$ cat config.mk
export PLATFORM = sky130hd
export DESIGN_NAME = cache_miss_ctrl
export DESIGN_NICKNAME = d
export VERILOG_FILES = /design/src/rtl/cache_ctrl_pkg.sv /design/src/rtl/mem_wait_timer.sv /design/src/rtl/cache_miss_ctrl.sv
export SDC_FILE = /design/constraint.sdc
export NUM_CORES = 1
export LEC_CHECK = 0
export CORE_MARGIN = 1.5
export CORE_UTILIZATION = 39
export DETAILED_ROUTE_END_ITERATION = 12
export PLACE_DENSITY = 0.73
export SLEW_MARGIN = 10
export SYNTH_ARGS = -nofsm -noshare
export SYNTH_HDL_FRONTEND = slang
export SYNTH_HIERARCHICAL = 1
export SYNTH_SLANG_ARGS = --single-unit
$ cat constraint.sdc
create_clock -name clk -period 1.6 [get_ports clk]
set_input_delay 0.4 -clock clk [delete_from_list [all_inputs] [get_ports clk]]
set_output_delay 0.4 -clock clk [all_outputs]
set_load 0.01 [all_outputs]
$ cat src/rtl/cache_ctrl_pkg.sv
`default_nettype none
// ============================================================================
// Module      : cache_ctrl_pkg
// Description : Shared definitions for the data-cache miss controller.
//               Holds the miss-sequencer state encoding, the wait-timer width
//               and the default memory timeout.
// Revision    : 1.0 - initial release
// ============================================================================
package cache_ctrl_pkg;

    // Miss sequencer states: idle, victim writeback, refill read, fill strobe.
    typedef enum logic [1:0] {
        IDLE = 2'd0,
        WB   = 2'd1,
        RF   = 2'd2,
        FILL = 2'd3
    } state_t;

    // Width of the per-transfer wait counter (bounds TIMEOUT to 1..255).
    localparam int unsigned c_TMR_W           = 8;
    localparam int unsigned c_TIMEOUT_DEFAULT = 255;

endpackage : cache_ctrl_pkg
`default_nettype wire

$ cat src/rtl/mem_wait_timer.sv
`default_nettype none
// ============================================================================
// Module      : mem_wait_timer
// Description : Counts cycles spent waiting for a memory acknowledge and
//               flags the cycle in which the wait reaches TIMEOUT cycles.
// Ports       : clk       - clock
//               reset     - asynchronous active-low reset
//               i_clear   - zero the count (has priority over i_enable)
//               i_enable  - count one more waiting cycle
//               o_expired - this is the TIMEOUT-th waiting cycle
// Revision    : 1.0 - initial release
// ============================================================================
module mem_wait_timer
    import cache_ctrl_pkg::*;
#(
    parameter int unsigned TIMEOUT = c_TIMEOUT_DEFAULT
) (
    input  logic clk,
    input  logic reset,
    input  logic i_clear,
    input  logic i_enable,
    output logic o_expired
);

    // Count of waiting cycles already completed; expiry is flagged one count
    // early so the controller can abort at the end of the TIMEOUT-th cycle.
    localparam logic [c_TMR_W-1:0] c_LAST = c_TMR_W'(TIMEOUT - 1);

    logic [c_TMR_W-1:0] r_count;

    always_ff @(posedge clk or negedge reset) begin
        if (!reset) begin
            r_count <= '0;
        end else if (i_clear) begin
            r_count <= '0;
        end else if (i_enable) begin
            r_count <= r_count + c_TMR_W'(1);
        end
    end

    assign o_expired = (r_count == c_LAST);

endmodule : mem_wait_timer
`default_nettype wire

$ cat src/rtl/cache_miss_ctrl.sv
`default_nettype none
// ============================================================================
// Module      : cache_miss_ctrl
// Description : Miss sequencer for the 2-way data cache. Writes back a dirty
//               victim, refills the missing word from main memory and hands
//               it to the cache through the fill port. Holds the pipeline for
//               the whole miss, keeps saturating miss/writeback counters and
//               raises a sticky error on memory timeout.
// Ports       : clk, reset (async active-low)
//               cache side : miss, miss_is_write, memwr, miss_addr,
//                            victim_addr, victim_data -> wnextin,
//                            old_address, datamemin, stall
//               memory side: mem_req, mem_we, mem_addr, mem_wdata <- mem_ack,
//                            mem_rdata
//               status     : err, miss_cnt, wb_cnt
// Revision    : 1.0 - initial release
// ============================================================================
module cache_miss_ctrl
    import cache_ctrl_pkg::*;
#(
    parameter int unsigned AW      = 32,
    parameter int unsigned DW      = 32,
    parameter int unsigned TIMEOUT = c_TIMEOUT_DEFAULT,
    parameter int unsigned CNT_W   = 16
) (
    input  logic             clk,
    input  logic             reset,
    input  logic             miss,
    input  logic             miss_is_write,
    input  logic             memwr,
    input  logic [AW-1:0]    miss_addr,
    input  logic [AW-1:0]    victim_addr,
    input  logic [DW-1:0]    victim_data,
    output logic             wnextin,
    output logic [AW-1:0]    old_address,
    output logic [DW-1:0]    datamemin,
    output logic             stall,
    output logic             mem_req,
    output logic             mem_we,
    output logic [AW-1:0]    mem_addr,
    output logic [DW-1:0]    mem_wdata,
    input  logic             mem_ack,
    input  logic [DW-1:0]    mem_rdata,
    output logic             err,
    output logic [CNT_W-1:0] miss_cnt,
    output logic [CNT_W-1:0] wb_cnt
);

    state_t        r_state;
    logic [AW-1:0] r_miss_addr;
    logic          r_is_write;

    logic w_busy;
    logic w_tmr_clear;
    logic w_expired;
    logic w_timeout;

    // A memory transfer is outstanding only in WB and RF.
    assign w_busy      = (r_state == WB) || (r_state == RF);
    // Holding the timer at zero outside a transfer and on every ack means it
    // always starts from zero on entry to WB or RF (including WB->RF).
    assign w_tmr_clear = !w_busy || mem_ack;
    assign w_timeout   = w_busy && !mem_ack && w_expired;

    mem_wait_timer #(
        .TIMEOUT (TIMEOUT)
    ) u_wait_timer (
        .clk       (clk),
        .reset     (reset),
        .i_clear   (w_tmr_clear),
        .i_enable  (w_busy),
        .o_expired (w_expired)
    );

    // The victim address/data are captured straight into mem_addr/mem_wdata,
    // which stay put until the writeback is acknowledged, so they double as
    // the victim latch.
    always_ff @(posedge clk or negedge reset) begin
        if (!reset) begin
            r_state     <= IDLE;
            r_miss_addr <= '0;
            r_is_write  <= 1'b0;
            wnextin     <= 1'b0;
            old_address <= '0;
            datamemin   <= '0;
            mem_req     <= 1'b0;
            mem_we      <= 1'b0;
            mem_addr    <= '0;
            mem_wdata   <= '0;
            err         <= 1'b0;
            miss_cnt    <= '0;
            wb_cnt      <= '0;
        end else begin
            wnextin <= 1'b0;
            case (r_state)
                IDLE: begin
                    if (miss) begin
                        r_miss_addr <= miss_addr;
                        r_is_write  <= miss_is_write;
                        if (miss_cnt != '1) begin
                            miss_cnt <= miss_cnt + CNT_W'(1);
                        end
                        if (memwr) begin
                            r_state   <= WB;
                            mem_req   <= 1'b1;
                            mem_we    <= 1'b1;
                            mem_addr  <= victim_addr;
                            mem_wdata <= victim_data;
                        end else if (!miss_is_write) begin
                            r_state  <= RF;
                            mem_req  <= 1'b1;
                            mem_we   <= 1'b0;
                            mem_addr <= miss_addr;
                        end
                        // A clean store miss needs no memory traffic.
                    end
                end
                WB: begin
                    if (mem_ack) begin
                        if (wb_cnt != '1) begin
                            wb_cnt <= wb_cnt + CNT_W'(1);
                        end
                        if (!r_is_write) begin
                            // Switch straight to the refill read; mem_req
                            // stays high with no idle cycle in between.
                            r_state  <= RF;
                            mem_we   <= 1'b0;
                            mem_addr <= r_miss_addr;
                        end else begin
                            r_state <= IDLE;
                            mem_req <= 1'b0;
                        end
                    end else if (w_timeout) begin
                        r_state <= IDLE;
                        mem_req <= 1'b0;
                        err     <= 1'b1;
                    end
                end
                RF: begin
                    if (mem_ack) begin
                        r_state     <= FILL;
                        mem_req     <= 1'b0;
                        wnextin     <= 1'b1;
                        old_address <= r_miss_addr;
                        datamemin   <= mem_rdata;
                    end else if (w_timeout) begin
                        r_state <= IDLE;
                        mem_req <= 1'b0;
                        err     <= 1'b1;
                    end
                end
                FILL: begin
                    // Any miss seen here is ignored; the cache re-presents it.
                    r_state <= IDLE;
                end
                default: begin
                    r_state <= IDLE;
                end
            endcase
        end
    end

    // Combinational so the pipeline holds in the very cycle the miss appears.
    assign stall = reset && (miss || (r_state != IDLE));

endmodule : cache_miss_ctrl
`default_nettype wire

* After elaboration in Yosys (flattened, before gate mapping)
Index checks and enable logic that the tools add are counted.
** Word-level totals
- Register bits :: 207
- Logic and storage cells :: 84
- Bits of input ports :: 134
** Cells by class
- Reductions and logical operators :: 23
- Bitwise gates (word level) :: 1
- Muxes and demuxes :: 32
- Add/subtract/negate cells :: 3
- Equal/unequal tests :: 11
** Operators by type and width (number)
- $mux W32 :: 5
- $pmux W32 S2 :: 1
- $add A16 B1 Y16 const B :: 2
- $ne A16 B16 Y1 const B :: 2
- $mux W8 :: 2
- $mux W1 :: 14
- $mux W2 :: 7
- $reduce_and A3 Y1 :: 4
- $add A8 B1 Y8 const B :: 1
- $eq A8 B8 Y1 const B :: 1
- $pmux W2 S4 :: 1
- $ne A2 B2 Y1 const B :: 3
- $ne A3 B3 Y1 const B :: 2
- $reduce_and A2 Y1 :: 3
- $reduce_bool A2 Y1 :: 3
- $reduce_and A5 Y1 :: 1
- $eq A2 B2 Y1 const B :: 2
- $reduce_and A4 Y1 :: 1
- $logic_and A1 B1 Y1 :: 3
- $logic_or A1 B1 Y1 :: 3
- $pmux W1 S3 :: 1
- $reduce_bool A3 Y1 :: 1
- $eq A2 B1 Y1 const B :: 1
- $logic_not A1 Y1 :: 2
- 4 further kinds :: 4

* Logic depth before layout (Yosys ltp)
- Word-level depth :: 7
- Mapped depth :: 8
- Depth with buffers taken out :: 7

* Cells and area by module
The synthesis kept the hierarchy.
** By module, submodules not included
- cache_miss_ctrl :: seq. area each 4979.8 um2, area an instance 8533.2 um2, times used 1, cells each 631
- mem_wait_timer :: seq. area each 200.2 um2, area an instance 410.4 um2, times used 1, cells each 41

* Least setup slack after synthesis
OpenSTA, ideal clock, no wires.
- Path type :: register -> register
- Start point :: reg r_state[1]
- End point :: reg mem_addr[0]
- Slack :: -0.167 ns
- Cell stages (with the launch flop) :: 8
- Library setup time :: 0.128 ns
- Arrival :: 1.639 ns
- Cell sequence :: dfrtp_1 > inv_1 > ha_1 > nand2_1 > o22ai_1 > nand2_1 > buf_2 > mux2_1
** On the way
- Longest elaborated chain between the ends :: 3
** Ends and longest elaborated chain
- start: declaration :: line cache_miss_ctrl.sv:49 : state_t r_state;
- start signal: assignment :: line cache_miss_ctrl.sv:80 : r_state <= IDLE;
- start signal: assignment :: line cache_miss_ctrl.sv:104 : r_state <= WB;
- start signal: assignment :: line cache_miss_ctrl.sv:110 : r_state <= RF;
- $eq A2 B1 Y1 or $logic_not A2 Y1 (tied branches) :: line cache_miss_ctrl.sv:95 : case (r_state)
- $ne A2 B2 Y1 (no line), or another cell as far along
- $reduce_and A5 Y1 (no line)
- end signal: assignment :: line cache_miss_ctrl.sv:107 : mem_addr <= victim_addr;
- end signal: assignment :: line cache_miss_ctrl.sv:113 : mem_addr <= miss_addr;
- end signal: assignment :: line cache_miss_ctrl.sv:128 : mem_addr <= r_miss_addr;
- end: declaration :: line cache_miss_ctrl.sv:40 : output logic [AW-1:0] mem_addr,
Several ways; a longest one is shown, not always the timed one.
A chain may end at the register's enable or synchronous reset.

* Worst setup path after layout
- Start point :: reg r_state[0]
- End point :: out stall
** On the way
- Longest elaborated chain between the ends :: 3
** Ends and longest elaborated chain
- $reduce_bool A2 Y1 :: line cache_miss_ctrl.sv:164 : assign stall = reset && (miss || (r_state != IDLE));
- $logic_or A1 B1 Y1 :: line cache_miss_ctrl.sv:164
- $logic_and A1 B1 Y1 :: line cache_miss_ctrl.sv:164
- end: declaration :: line cache_miss_ctrl.sv:37 : output logic stall,
Every way passes these cells.

==> run summary <==
Detailed-route wire length = 25.78 mm
FF-to-FF path depth = 8
Antenna-violating nets left = 0
Routed length per placed instance = 18.59 µm
Max-slew violations = 0
Worst Path Class, Setup = reg -> out
Vias post-DR = 6930
Clock Sinks = 207
Max Fanout on Critical Path = 2
Reg-to-reg startpoint = r_state[0]
CTS Buffer Depth = 3
Crit path from = r_state[0]
DRC viols = 0
Rel. slew slack = 0.5408
Total power divided by cell area = 1831 nW/µm²
Syn Inst Count = 672
Fin worst setup slack = -259.4 ps
End of the worst register-to-register path = mem_addr[0]
Die span in y = 154.4 µm
Area delta synth->final = 64.65%
Detailed Route Iter0 Violations = 263
P_leak = 6.727 nW
Fillers = 1661
P_int = 18.47 mW
Sum of negative setup slack = -8296 ps
Distinct cells, synth = 47
Reg clk slew, reported paths = 60 ps
Clock Power Share = 0.221
Die area = 23850 µm²
I/O Buffers = 298
Non-Filler Instances = 1387
Total track usage = 0.2063
Most common cell after layout, fill and taps aside = dfrtp_1
Most frequent cells in the layout = 203 x dfrtp_1, 131 x clkdlybuf4s50_1, 118 x mux2_2, 115 x clkdlybuf4s15_1, 77 x buf_4
Synth Net Count = 814
Switching Fraction = 0.3150
Min Tclk post-route = 1859 ps
DPL Wire Length = 16.98 mm
Synth Cell Area = 8944 µm²
Main flop type after synthesis = dfrtp_1
Run status = finished, violations left
Worst-Skew Late Latency = 510 ps
Die X-Extent = 154.4 µm
Nets@finish = 1227
Required @ worst endpoint = 1200 ps
GRT Residual Overflow = 0
Maximum VDD drop = 1055 µV
Critical Path Start Type = flop
H-tree levels = 1
Routability cong. = 0.7857
Worst hold path type = in -> async
CTS tree = yes
# placed instances = 1299
Crit. End Element = output port
# IOs = 299
RSZ-0062 raised after global routing = true
Arr. time, crit path = 1460 ps
Fin. Hold Viols = 0
Synthesized area per cell = 13.31 µm²
Post-synthesis sequential area ratio = 0.5792
First-pass GRT wire length = 39.19 mm
R2R setup slack = -230 ps
Post-synthesis register bit count = 207
Fmax achieved = 537.8 MHz
Asr flop ratio synth = 1.000
CTS root buf = clkbuf_16
Worst Skew = 8.754 ps
Largest net degree at the start of global routing = 121
Via density = 4.996
Total CTS buffers = 24
Site Rows = 55
Net Switching = 8.494 mW
Fin crit share = 1.162
Reg power frac = 0.331
Failing checks = setup timing
Ys Warns = 6
Post-synth EDFFs = 0
Pre-antenna DRT Iters = 4
CORE AREA = 22570 µm²
Layout cells sized above 1 = 0.3624
Finish-stage setup viols = 73
Starting Density = 0.3962
Maxcap violations = 0
Worst slew pin tran = 688.8 ps
Vias in the first global route = 7182
Combinational share of power = 0.448
Initial antenna violation count = 0
cell families after synthesis:
kind of cell               Yosys count  synth area share
and+or+nand+nor                    128           0.07666
muxes                              196            0.2423
adders and majority gates            8           0.01119
DFF                                207            0.5792
buffers and inverters               40           0.01987
xor gates and xnor gates            30           0.02938
AOI/OAI and AO/OA                   63           0.04141
worst max-delay path, cell delays in order, from the launching register on:
cell      delay (ps)
dfrtp_1          380
inv_2             70
ha_4             160
a21boi_2         110
buf_4            140
buf_6             90
registers in the layout (all words and copies together), names as in the netlist:
name / count
datamemin: 32
err: 1
mem_addr: 32
mem_req: 1
mem_wdata: 32
mem_we: 1
miss_cnt: 16
old_address: 32
r_is_write: 1
r_miss_addr: 32
r_state: 2
u_wait_timer/r_count: 8
wb_cnt: 16
wnextin: 1
routing by layer:
| metal | GRT usage | up-vias | part of all wire |
|---|---|---|---|
| li1 | - | 3236 | - |
| met1 | 0.2674 | 3451 | 0.43 |
| met2 | 0.3544 | 210 | 0.50 |
| met3 | 0.03867 | 33 | 0.056 |
| met4 | 0.05678 | 0 | 0.018 |
| met5 | 0 | - | 0 |
through the flow:
| stage | hold WS, ps | utilization | area [µm²] | total power, mW | setup slack (ps) |
|---|---|---|---|---|---|
| after floorplan | 104.4 | - | 9189 | 14.71 | -90.59 |
| after global placement | 358.0 | 0.5785 | 13060 | 20.61 | -632.2 |
| after detailed placement | 350.5 | 0.5785 | 13060 | 20.89 | -629.9 |
| after CTS | 378.9 | 0.6318 | 14260 | 26.41 | -268.0 |
| after global routing | 397.9 | 0.6523 | 14720 | 28.41 | -335.1 |
| final | 389.4 | 0.6524 | 14730 | 26.96 | -259.4 |
area by class of cell:
class	instances	area (µm²)	area share
well taps	285	356.6	0.02422
diodes	1	2.502	0.0001699
multi-input cells	425	4078	0.2769
flip-flops and latches	207	5185	0.3521
inverters	8	30.03	0.002039
clock buffers	34	729.5	0.04954
repair buffers	419	4202	0.2853
clock inverters	8	142.6	0.009686
what timing repair did:
item                                   4_1_cts  5_1_grt
endpoints found under the hold margin        1        0
setup endpoints to repair                  285      229
hold buffers                                 1        0
resized for setup                          312      141
setup buffers                               27       16
cloned                                       4        2
pin swaps                                   12       18
how the worst max path moves through the flow:
stage	slack, ps	end	depth (start not counted)
after detailed placement	-630	stall	5
after floorplan	-90	wb_cnt[13]	6
after global placement	-630	stall	5
final	-260	stall	5
after global routing	-340	stall	5
after CTS	-270	stall	5
power groups by stage:
stage                     logic (mW)  clock network [mW]  registers (mW)
final                           12.1                5.96            8.93
after global placement          11.7                   0            8.86
after global routing            12.9                6.31            9.25
after detailed placement        11.9                   0            8.96
after CTS                       11.5                6.09            8.84
after floorplan                 4.95                   0            9.76
cells in the mapped netlist, drive strengths merged, types with 3 or more instances:
cell type  instances  share of area
xnor2             13          0.013
nor3               8         0.0045
and3               4         0.0028
buf               20          0.011
nor2b              4         0.0028
dfrtp            207           0.58
nor2              13         0.0057
a21oi              6         0.0034
nand2             46          0.019
nand3             23          0.013
or3                5         0.0041
inv                8         0.0034
mux2i             32          0.036
nor4               6         0.0066
mux2             164           0.21
ha                 8          0.011
o21ai             36          0.020
o31ai              3         0.0025
xor2              17          0.017
clkbuf            12         0.0050
nand4             13          0.013
(Power assumes the default switching activity.)
